[config.mk]
export PLATFORM = sky130hd
export DESIGN_NAME = outport_arbiter
export DESIGN_NICKNAME = d
export VERILOG_FILES = /design/src/rtl/router_pkg.sv /design/src/rtl/rr_pick.sv /design/src/rtl/outport_arbiter.sv
export SDC_FILE = /design/constraint.sdc
export NUM_CORES = 1
export LEC_CHECK = 0
export ABC_AREA = 1
export BUFFER_PORTS_ARGS = -buffer_cell sky130_fd_sc_hd__clkbuf_2
export CAP_MARGIN = 0
export CELL_PAD_IN_SITES_DETAIL_PLACEMENT = 0
export CELL_PAD_IN_SITES_GLOBAL_PLACEMENT = 1
export CORE_ASPECT_RATIO = 0.6
export CORE_MARGIN = 8
export CORE_UTILIZATION = 40
export DETAILED_ROUTE_END_ITERATION = 10
export MAX_ROUTING_LAYER = met4
export PLACE_DENSITY = 0.88
export SETUP_SLACK_MARGIN = 0.3
export SLEW_MARGIN = 20
export SYNTH_ARGS = -nofsm -noshare
export SYNTH_HDL_FRONTEND = slang
export SYNTH_SLANG_ARGS = --single-unit
[constraint.sdc]
create_clock -name clock -period 2.9 [get_ports clock]
set_input_delay 0.145 -clock clock [delete_from_list [all_inputs] [get_ports clock]]
set_output_delay 0.145 -clock clock [all_outputs]
set_load 0.005 [all_outputs]
[src/rtl/router_pkg.sv]
// Shared types and default sizing for the per-output-port arbiter.
package router_pkg;

  typedef enum logic {
    IDLE = 1'b0,
    OWN  = 1'b1
  } state_t;

  localparam int NUM_PORTS         = 8;
  localparam int STALL_MAX_DEFAULT = 64;

endpackage

[src/rtl/rr_pick.sv]
// Combinational rotating priority encoder: first set bit searching upward
// from (ptr+1) mod NUM_REQ, wrapping around.
module rr_pick #(
  parameter int NUM_REQ = 8,
  parameter int IDX_W   = 3
) (
  input  logic [NUM_REQ-1:0] req,
  input  logic [IDX_W-1:0]   ptr,
  output logic               found,
  output logic [NUM_REQ-1:0] winner,
  output logic [IDX_W-1:0]   idx
);

  logic [IDX_W-1:0] w_cand;

  always_comb begin
    found  = 1'b0;
    winner = '0;
    idx    = '0;
    w_cand = '0;
    // Walk from the farthest offset down so the nearest requester wins last.
    for (int i = NUM_REQ; i >= 1; i--) begin
      w_cand = IDX_W'((int'(ptr) + i) % NUM_REQ);
      if (req[w_cand]) begin
        found = 1'b1;
        idx   = w_cand;
      end
    end
    if (found) begin
      winner[idx] = 1'b1;
    end
  end

endmodule

[src/rtl/outport_arbiter.sv]
// Round-robin packet arbiter sharing one output FIFO among NUM_REQ inputs.
// Optional requester mask is enabled by defining OUTPORT_ARB_MASK_EN.
module outport_arbiter
  import router_pkg::*;
#(
  parameter int NUM_REQ   = NUM_PORTS,
  parameter int IDX_W     = $clog2(NUM_REQ),
  parameter int STALL_MAX = STALL_MAX_DEFAULT
) (
  input  logic               clock,
  input  logic               reset,
  input  logic [NUM_REQ-1:0] req,
  input  logic [NUM_REQ-1:0] eop,
`ifdef OUTPORT_ARB_MASK_EN
  input  logic [NUM_REQ-1:0] mask,
`endif
  input  logic               fifo_full,
  output logic [NUM_REQ-1:0] grant,
  output logic               grant_vld,
  output logic [IDX_W-1:0]   grant_idx,
  output logic               push,
  output logic               timeout
);

  localparam int STALL_W = 8;

  state_t               r_state;
  logic [NUM_REQ-1:0]   r_grant;
  logic [IDX_W-1:0]     r_idx;
  logic [IDX_W-1:0]     r_ptr;
  logic [STALL_W-1:0]   r_stall;
  logic                 r_timeout;

  state_t               w_state_next;
  logic [NUM_REQ-1:0]   w_grant_next;
  logic [IDX_W-1:0]     w_idx_next;
  logic [IDX_W-1:0]     w_ptr_next;
  logic [STALL_W-1:0]   w_stall_next;
  logic                 w_timeout_next;
  logic                 w_push;

  logic [NUM_REQ-1:0]   w_elig;
  logic                 w_found;
  logic [NUM_REQ-1:0]   w_win_oh;
  logic [IDX_W-1:0]     w_win_idx;

`ifdef OUTPORT_ARB_MASK_EN
  assign w_elig = req & ~mask;
`else
  assign w_elig = req;
`endif

  rr_pick #(
    .NUM_REQ (NUM_REQ),
    .IDX_W   (IDX_W)
  ) u_rr_pick (
    .req    (w_elig),
    .ptr    (r_ptr),
    .found  (w_found),
    .winner (w_win_oh),
    .idx    (w_win_idx)
  );

  always_ff @(posedge clock) begin
    if (reset) begin
      r_state   <= IDLE;
      r_grant   <= '0;
      r_idx     <= '0;
      r_ptr     <= IDX_W'(NUM_REQ - 1);
      r_stall   <= '0;
      r_timeout <= 1'b0;
    end else begin
      r_state   <= w_state_next;
      r_grant   <= w_grant_next;
      r_idx     <= w_idx_next;
      r_ptr     <= w_ptr_next;
      r_stall   <= w_stall_next;
      r_timeout <= w_timeout_next;
    end
  end

  always_comb begin
    w_state_next   = r_state;
    w_grant_next   = r_grant;
    w_idx_next     = r_idx;
    w_ptr_next     = r_ptr;
    w_stall_next   = r_stall;
    w_timeout_next = 1'b0;
    w_push         = 1'b0;
    case (r_state)
      IDLE: begin
        if (w_found) begin
          w_state_next = OWN;
          w_grant_next = w_win_oh;
          w_idx_next   = w_win_idx;
          w_ptr_next   = w_win_idx;
          w_stall_next = '0;
        end
      end
      OWN: begin
        w_push = req[r_idx] & ~fifo_full;
        if (w_push && eop[r_idx]) begin
          w_state_next = IDLE;
          w_grant_next = '0;
          w_idx_next   = '0;
          w_stall_next = '0;
        end else if (req[r_idx]) begin
          // A full FIFO with the owner still requesting is not a stall.
          w_stall_next = '0;
        end else if (r_stall == STALL_W'(STALL_MAX - 1)) begin
          w_state_next   = IDLE;
          w_grant_next   = '0;
          w_idx_next     = '0;
          w_stall_next   = '0;
          w_timeout_next = 1'b1;
        end else begin
          w_stall_next = r_stall + 1'b1;
        end
      end
      default: begin
        w_state_next = IDLE;
        w_grant_next = '0;
        w_idx_next   = '0;
      end
    endcase
  end

  assign grant     = r_grant;
  assign grant_vld = (r_state == OWN);
  assign grant_idx = r_idx;
  assign push      = w_push;
  assign timeout   = r_timeout;

endmodule

* Word level (Yosys, flattened, before mapping)
Cells that the tools add are included.
** Word-level totals
- Register bits after elaboration :: 24
- Bits of input ports :: 19
** Operators by class
- Add/subtract/negate cells :: 9
- Order comparisons :: 11
- Eq/ne operators :: 4
- Mux-type cells :: 60
- Bitwise operators :: 3
- Reductions and logical operators :: 5
** Operators by type and width (count)
- $mux 8 :: 8
- $lt 3x4->1 const B :: 10
- $mux 3 :: 12
- $pmux 8 s2 :: 2
- $bmux 1 s3 :: 10
- $mux 1 :: 25
- $add 3x3->3 const B :: 4
- $add 8x1->8 const B :: 1
- $eq 8x6->1 const B :: 1
- $add 3x1->3 const B :: 2
- $add 3x2->3 const B :: 2
- $pmux 3 s2 :: 1
- $reduce_or 4->1 :: 1
- $demux 1 s3 :: 1
- $ge 3x1->1 const B :: 1
- $ne 3x1->1 const B :: 1
- $ne 3x2->1 const B :: 1
- $reduce_and 3->1 :: 1
- $logic_and 1x1->1 :: 2
- $ne 2x1->1 const B :: 1
- $not 1->1 :: 2
- $pmux 1 s2 :: 1
- $reduce_and 2->1 :: 1
- $and 1x1->1 :: 1

* Depth between registers and ports, before layout
Gate-level depths: netlist (run 1).
- Word-level depth :: 17
- Mapped depth :: 22
- Mapped depth without buffers :: 20

* Cells and area by module
Synthesis (run 1) repeated with hierarchy kept, for this count alone.
** Second synthesis, totals
- Cell total of the unflattened synthesis :: 313
- Area total of the unflattened synthesis :: 1976.9 µm²
** Modules (own cells, without submodules)
- outport_arbiter :: times used 1, cells an instance 170, area an instance 1234.9 µm²
- rr_pick :: times used 1, cells an instance 143, area an instance 742.0 µm²

* Worst setup path before layout (run 1)
Ideal clock, no wire load.
- Path type :: register -> register
- Start point :: register r_ptr[0]
- End point :: register r_grant[0], in the netlist grant[0]
- Arrival :: 2232 ps
- Required time :: 2762 ps
- Slack :: 530 ps
- Cell stages (with the launch flop) :: 16
- Path buffers :: 2
- Clock period less this slack :: 2370 ps
- Cell sequence :: dfxtp_1 > buf_6 > inv_4 > buf_12 > ha_1 > inv_2 > nand3_1 > nand3_2 > nand2_2 > inv_2 > nand2_1 > nor3_4 > or2_4 > nor2_4 > nand3_1 > a21oi_2
** Between the ends
- Word-level cells in the longest chain between the ends :: 17
** RTL lines
- start: declaration :: line outport_arbiter.sv:30 : logic [IDX_W-1:0] r_ptr;
- start signal: assignment :: line outport_arbiter.sv:69 : r_ptr <= IDX_W'(NUM_REQ - 1);
- start signal: assignment :: line outport_arbiter.sv:76 : r_ptr <= w_ptr_next;
- $add 3x1->3 :: line rr_pick.sv:23 : w_cand = IDX_W'((int'(ptr) + i) % NUM_REQ);
- $bmux 1 s3 :: line rr_pick.sv:24 : if (req[w_cand]) begin
- $mux 1 (not written as such) :: line rr_pick.sv:24
- $mux 3 (8 in a row) :: line rr_pick.sv:24
- $lt 3x4->1 (not written as such) / $ge 3x1->1 (equally long branches) :: line rr_pick.sv:30 : winner[idx] = 1'b1;
- $logic_and 1x1->1 (not written as such) :: line rr_pick.sv:30
- $mux 1 (not written as such) :: line rr_pick.sv:30
- $demux 1 s3
- $mux 8 :: line outport_arbiter.sv:92 : if (w_found) begin
- $pmux 8 s2 :: line outport_arbiter.sv:90 : case (r_state)
- end signal: assignment :: line outport_arbiter.sv:74 : r_grant <= w_grant_next;
- end: declaration :: line outport_arbiter.sv:28 : logic [NUM_REQ-1:0] r_grant;
Several ways; a longest one is shown, not always the timed one. The select of a mux whose other input is x is not followed.
A chain may end at the register's enable or synchronous reset.

* Final worst setup path (run 1)
- Start point :: register r_ptr[1]
- End point :: register r_stall[5]
** Between the ends
- Word-level cells in the longest chain between the ends :: 12
** RTL lines
- $add 3x1->3 :: line rr_pick.sv:23
- $bmux 1 s3 :: line rr_pick.sv:24
- $mux 1 (not written as such) :: line rr_pick.sv:24
- $mux 1 (7 in a row) :: line rr_pick.sv:24
- $mux 1 * :: line rr_pick.sv:24
- $ne 2x1->1 (no line) *
- end signal: assignment :: line outport_arbiter.sv:77 : r_stall <= w_stall_next;
- end: declaration :: line outport_arbiter.sv:31 : logic [STALL_W-1:0] r_stall;
Mark *: on every way between the ends. The rest lies on a longest branch, timed or not. The select of a mux whose other input is x is not followed.

==> results of run 1 <==
power groups by stage:
stage	combinational, mW	clock [mW]	sequential (mW)
CTS	2.24	0.233	0.495
floorplan	1.86	0	0.466
global route	2.54	0.248	0.508
global placement	2.24	0	0.502
detailed placement	2.23	0	0.502
finish	2.29	0.228	0.499
layout make-up:
class,count,area (sq um),area share
timing repair buffer,39,213,0.0894
inverter,36,144,0.0605
clock buffer,4,55.1,0.0231
tap,66,82.6,0.0347
sequential,24,482,0.202
multi-input combinational,233,1400,0.590
cells by family after synthesis:
logic type	Yosys count	synth area share
fa+ha+maj	3	0.0179
simple gates	184	0.499
buf+inv	44	0.102
mux	1	0.00478
flops	24	0.229
xor+xnor	5	0.0209
compound gates	40	0.126
through the flow:
stage / instances / setup WS [ns] / hold slack (ns) / instance area, sq um
floorplan: 301 / 0.530 / 0.324 / 2090
CTS: 398 / 0.403 / 0.360 / 2340
global placement: 394 / 0.494 / 0.462 / 2290
finish: 402 / 0.524 / 0.377 / 2380
detailed placement: 394 / 0.440 / 0.461 / 2290
global route: 402 / 0.310 / 0.382 / 2380
cells in the mapped netlist, drive strengths merged (2+ instances only):
cell | n | share of area
nand3 | 49 | 0.18
clkinv | 2 | 0.0042
xor2 | 2 | 0.0084
a21oi | 21 | 0.066
clkbuf | 2 | 0.0036
or2 | 2 | 0.0072
nor3 | 4 | 0.015
xnor2 | 3 | 0.013
nor2 | 26 | 0.050
buf | 6 | 0.030
inv | 34 | 0.063
a221oi | 2 | 0.0084
ha | 3 | 0.018
dfxtp | 24 | 0.23
a21boi | 2 | 0.0072
o21ai | 11 | 0.028
nand2 | 101 | 0.24
worst max-delay path by stage:
| stage | cells after the start | startpoint | to | slack, ns |
|---|---|---|---|---|
| finish | 12 | r_ptr[1] | r_stall[5] | 0.52 |
| detailed placement | 13 | r_ptr[0] | grant[7] | 0.44 |
| floorplan | 15 | r_ptr[0] | grant[0] | 0.53 |
| global placement | 13 | r_ptr[0] | grant[4] | 0.49 |
| global route | 17 | r_ptr[1] | grant[7] | 0.31 |
| CTS | 13 | r_ptr[0] | grant[7] | 0.40 |
state kept, by name, summed over array words and instances, names as in the netlist:
name and count:
r_ptr 3, grant_vld 1, r_stall 8, timeout 1
grant 8, grant_idx 3
layer usage:
layer | up-vias | share of wire | track usage
li1 | 1044 | - | -
met1 | 940 | 0.55 | 0.221
met2 | 52 | 0.38 | 0.182
met3 | 0 | 0.071 | 0.0433
met4 | 0 | 0 | 0.0119
met5 | - | 0 | -
repair_timing:
action	in CTS	in global routing
endpoints found under the setup margin	0	14
buffers inserted	0	4
gates resized for setup	0	3
==> results by group, run 1 <==
Synth
  • Top FF cell, synth: dfxtp_1
  • Mean Syn Cell Area: 6.96 sq um
  • Yosys warning total: 0
  • EDFF count, synth: 0
  • Syn Std Cell Area: 2090 sq um
  • Sequential share of the synthesized area: 0.229
  • Seq cells post-synth: 24
  • Distinct cells, synth: 40
  • Post-Syn Nets: 323
  • Asr flop ratio synth: 0
  • Cells after Synth: 301

STA
  • Max Fclk: 421 MHz
  • Tcrit/Tclk final: 0.819
  • Slew @ Worst Pin: 0.517 ns
  • Final Max Slew Viols: 0
  • RSZ-0062 raised after global routing: no
  • Final setup fails: 0
  • Final hold vios: 0
  • Worst slew margin: 0.655
  • Clk_skew: 0.00150 ns
  • Final Critical Period: 2.38 ns
  • Final TNS setup: 0 ns

Critical path
  • RR Startpoint: r_ptr[1]
  • Crit Path Max Fanout: 9
  • Crit path max-delay family: simple AND/OR/NAND/NOR gates
  • Worst Path Arrival: 2.59 ns
  • Bufs and invs on worst path: 3
  • Slowest stage delay, CP: 0.35 ns
  • Worst setup SP type: register
  • CP Cell Sequence: inv_4 -> ha_2 -> inv_2 -> nand3_1 -> nand3_2 -> nand2_2 -> inv_2 -> nand2_1 -> nor3_4 -> nand2_4 -> o32ai_1 -> and3_1
  • Most used cell along the critical path: inv_2
  • R2r setup slk: 0.52 ns
  • Critical-path top delay cell: ha_2
  • Crit Path Class: register to register
  • R2r endpoint: r_stall[5]
  • WP data required: 3.12 ns
  • Crit. End Element: register
  • Worst R2R Path Depth: 12

Power
  • Sw Ratio: 0.566
  • Max VDD drop: 0.484 mV
  • Internal: 1.31 mW
  • Psw: 1.71 mW
  • Leakage dissipation: 1.13 nW
  • Clock Power Share: 0.076
  • Pwr dens: 1270 nW/um^2
  • Overall power: 3.02 mW
  • Logic pwr share: 0.759
  • Sequential share of power: 0.166

Floorplan
  • Core Area: 5050 sq um
  • Starting Density: 0.414
  • Ports: 33
  • Placement Rows: 20
  • Chip width: 109 microns
  • Die footprint: 7880 sq um
  • Die Y: 72.1 microns

Clocking
  • CTS tree: done
  • Clock latency on the worst-skew pair: 0.27 ns
  • CTS root buffer: clkbuf_8
  • H-tree depth: 1
  • Hold Buf Count CTS: 0
  • CTS sink count: 24
  • CTS max path bufs: 2
  • CTS Buf Count: 3
  • CTS clk-pin slew, worst paths: 0.08 ns

Final layout
  • Layout cell share with drive strength beyond 1: 0.384
  • Final #Nets: 359
  • Layout area overhead: 13.6%
  • Most frequent cells in the layout: 73 x nand2_1, 32 x clkbuf_2, 25 x nor2_1, 25 x nand3_2
  • Post-layout util: 0.471
  • Antenna Diode Count: 0
  • Most common cell after layout, fill and taps aside: nand2_1
  • Fillers: 520

Min path
  • Worst hold path depth: 2
  • Worst hold path class: input port to register
  • Hold Path Sink: grant[3]
  • Worst hold path startpoint: reset

Route
  • Final WL: 5.66 mm
  • Iteration-0 DRC Markers: 111
  • Overall via count from detail_route: 2036
  • Final ANT Viol Nets: 0
  • Vias per Instance: 5.06
  • Drt first pass iters: 4
  • Routed len/inst: 14.1 microns
  • DRC: 0

Global route
  • Largest net degree at the start of global routing: 20
  • Antenna violations before repair: 0
  • Number of global-route vias before repair: 1760
  • GRT overflow: 0
  • GRT Overall Usage: 0.145
  • First-pass GRT wire length: 8.86 mm

Placed design
  • I/O Buffers: 32
  • GPL Wtd Cong: 0.961
  • Post-DP HPWL: 4.59 mm

Run status
  • Status: finished, final reports clean

Flow run
  • Max-Cap Viols: 0
Note: power is estimated with default switching activity, not from simulation.
==> run 2: changes to the inputs <==
Settings changed: ABC_AREA 1 to 0, CORE_UTILIZATION 40 to 39, PLACE_DENSITY 0.88 to 0.85.
Clock period 2.9 ns to 2 ns, I/O delays scaled along.
==> results by group, run 2 <==
Clocking
  • Hold Buf Count CTS: 0 (unchanged)
  • H-tree depth: 1 (unchanged)
  • CTS root buffer: clkbuf_8
  • Clock latency on the worst-skew pair: 0.26 ns (about the same)
  • CTS clk-pin slew, worst paths: 0.08 ns (about the same)
  • CTS tree: done
  • CTS sink count: 24 (unchanged)
  • CTS max path bufs: 2 (unchanged)
  • CTS Buf Count: 3 (unchanged)

Critical path
  • Crit Path Class: register to register
  • R2r setup slk: -0.78 ns (-1.31 ns)
  • Critical-path top delay cell: mux4_2
  • RR Startpoint: r_ptr[0]
  • Crit. End Element: register
  • CP Cell Sequence: inv_6 -> ha_4 -> mux4_2 -> mux4_2 -> and4b_1 -> buf_6 -> nor2b_4 -> o21ai_1 -> a21oi_1
  • Worst Path Arrival: 2.97 ns (+0.38 ns)
  • Worst R2R Path Depth: 9 (-3)
  • Most used cell along the critical path: mux4_2
  • R2r endpoint: r_stall[2]
  • Crit Path Max Fanout: 6 (-3)
  • Worst setup SP type: register
  • Crit path max-delay family: multiplexers
  • Slowest stage delay, CP: 0.53 ns (+0.18 ns)
  • Bufs and invs on worst path: 2 (-1)
  • WP data required: 2.19 ns (-0.93 ns)

Power
  • Leakage dissipation: 1.16 nW (+2.5%)
  • Max VDD drop: 0.750 mV (+55%)
  • Pwr dens: 1820 nW/um^2 (+43%)

Flow run
  • Max-Cap Viols: 0 (unchanged)

Final layout
  • Layout area overhead: 42.9%
  • Antenna Diode Count: 0 (unchanged)
  • Design area: 2780 sq um (+17%)
  • Layout cell share with drive strength beyond 1: 0.517 (+0.133)
  • Most frequent cells in the layout: 53 x buf_4, 31 x clkbuf_2, 20 x nand2_1, 20 x dfxtp_1, 19 x mux4_2
  • Multi-input logic area: 1520 sq um (+7.9%)
  • Sequential cell area: 488 sq um (+1.3%)
  • Fillers: 434 (-17%)
  • Most common cell after layout, fill and taps aside: buf_4
  • Final #Nets: 314 (-13%)

STA
  • Worst slew margin: 0.687 (+0.0312)
  • Clk_skew: 0.00180 ns (+0.000297 ns)
  • Max Fclk: 359 MHz (-15%)
  • RSZ-0062 raised after global routing: yes
  • Hold Slack: 0.326 ns (-0.0505 ns)
  • Final worst slack: -0.784 ns (-1.31 ns)
  • Final Critical Period: 2.78 ns (+0.408 ns)
  • Final hold vios: 0 (unchanged)
  • Final setup fails: 23 (+23)
  • Slew @ Worst Pin: 0.470 ns (-0.0468 ns)
  • Tcrit/Tclk final: 1.39 (+0.573)
  • Final Max Slew Viols: 0 (unchanged)

Synth
  • Share of the synthesized area in the top cell type: 0.247 (+0.0177)
  • Mean Syn Cell Area: 9.39 sq um (+35%)
  • Asr flop ratio synth: 0 (unchanged)
  • Top FF cell, synth: dfxtp_1
  • Yosys warning total: 0 (unchanged)
  • Post-Syn Nets: 229 (-29%)
  • Dominant cells by area after synthesis: dfxtp_1 25%, mux4_2 22%, mux2i_1 5.7%
  • EDFF count, synth: 0 (unchanged)
  • Yosys top cell by area: dfxtp_1
  • Distinct cells, synth: 47 (+18%)
  • Cells after Synth: 207 (-31%)
  • Seq cells post-synth: 24 (unchanged)
  • Syn Std Cell Area: 1940 sq um (-7.2%)
  • Top cells by count, synth: 24 x dfxtp_1, 24 x nand2_1, 20 x a21oi_1
  • Sequential share of the synthesized area: 0.247 (+0.0177)

Global route
  • GRT overflow: 0 (unchanged)
  • Antenna violations before repair: 0 (unchanged)
  • Number of global-route vias before repair: 1916 (+8.9%)
  • First-pass GRT wire length: 9.54 mm (+7.6%)
  • Largest net degree at the start of global routing: 19 (-5.0%)
  • GRT Overall Usage: 0.158 (+0.0134)

Run status
  • Failing checks: setup timing
  • Status: finished with violations

Placed design
  • GPL Wtd Cong: 0.969 (+0.83%)
  • I/O Buffers: 32 (unchanged)
  • Post-DP HPWL: 4.66 mm (+1.4%)
  • Dpl cell area: 2600 sq um (+14%)

Floorplan
  • Die Y: 70.7 microns (-1.9%)
  • Die footprint: 7580 sq um (-3.9%)
  • Ports: 33 (unchanged)
  • Core Area: 4930 sq um (-2.5%)
  • Starting Density: 0.394 (-0.0199)
  • Chip width: 107 microns (-2.1%)
  • Placement Rows: 20 (unchanged)

Route
  • Overall via count from detail_route: 2013 (-1.1%)
  • Drt first pass iters: 4 (unchanged)
  • Final WL: 5.94 mm (+4.9%)
  • Routed len/inst: 16.7 microns (+18%)
  • Vias per Instance: 5.65 (+12%)
  • Iteration-0 DRC Markers: 145 (+31%)
  • Final ANT Viol Nets: 0 (unchanged)
  • DRC: 0 (unchanged)

Min path
  • Hold Path Sink: grant_idx[0]
  • Worst hold path depth: 2 (unchanged)
  • Worst hold path class: input port to register
  • Worst hold path startpoint: reset
[run 2: cell count changes after synthesis, sizes merged, moves of 4 or more]
cell,previous run,this run
mux4,0,19
nand3b,0,4
mux2i,1,11
mux2,0,4
nand2,101,24
nor2,26,9
nand3,49,7
o31ai,0,4
inv,34,6
[run 2: what timing repair did]
action	in CTS	in global routing
resized for setup	28	11
endpoints found under the setup margin	25	25
buffers inserted	3	1
pin swaps	19	7
[run 2: logic make-up after synthesis]
family / count (synthesis) / share of synthesized area
AOI/OAI and AO/OA: 60 / 0.201
xor gates and xnor gates: 6 / 0.0270
adders and majority gates: 3 / 0.0193
buffers and inverters: 16 / 0.0418
DFF: 24 / 0.247
muxes: 34 / 0.300
and+or+nand+nor: 64 / 0.164
[run 2: worst max-delay path by stage]
stage | from | to | slack [ns] | depth (start not counted)
6_report | r_ptr[0] | r_stall[2] | -0.78 | 9
5_1_grt | r_ptr[0] | r_stall[2] | -0.90 | 9
4_1_cts | r_ptr[0] | grant[4] | -0.76 | 9
3_5_place_dp | r_ptr[1] | grant[4] | -0.82 | 8
3_3_place_gp | r_ptr[0] | grant[4] | -0.74 | 8
2_1_floorplan | r_ptr[0] | grant[4] | -1.02 | 13
[run 2: cell type report]
| cell class | instances | area share |
|---|---|---|
| multi-input cells | 167 | 0.545 |
| flip-flops and latches | 24 | 0.176 |
| inverters | 6 | 0.00991 |
| clock buffers | 3 | 0.0149 |
| repair buffers | 90 | 0.224 |
| well taps | 66 | 0.0297 |
[run 2: worst reg2reg max path, delay by kind of cell, from the launching register on]
family | cells | cell delay (ns)
buffers and inverters | 2 | 0.16
adders and majority gates | 1 | 0.30
muxes | 2 | 1.05
and+or+nand+nor | 2 | 0.57
DFF | 1 | 0.38
AOI/OAI and AO/OA | 2 | 0.26
[run 2: routing by layer]
metal | GRT usage | routed length (microns) | vias to the layer above | part of all wire
met1 | 0.226 | 2890 | 961 | 0.49
met5 | - | 0 | - | 0
li1 | - | - | 977 | -
met3 | 0.0335 | 451 | 5 | 0.076
met2 | 0.224 | 2570 | 70 | 0.43
met4 | 0.0279 | 29 | 0 | 0.0049
[run 2: where the power goes]
part	switching, mW	internal, mW
combinational	2.01	2.06
clock	0.145	0.135
sequential	0.0894	0.606
total	2.25	2.80
[run 2: per-stage QoR]
stage	instances	power (mW)	worst slack [ns]	utilization	TNS, ns
final	356	5.05	-0.784	0.563	-16.51
after global routing	356	5.41	-0.904	0.563	-18.70
after CTS	355	4.91	-0.757	0.555	-15.94
after detailed placement	349	4.39	-0.820	0.527	-16.66
after global placement	349	4.32	-0.739	0.527	-15.08
after floorplan	207	3.10	-1.02	-	-18.84
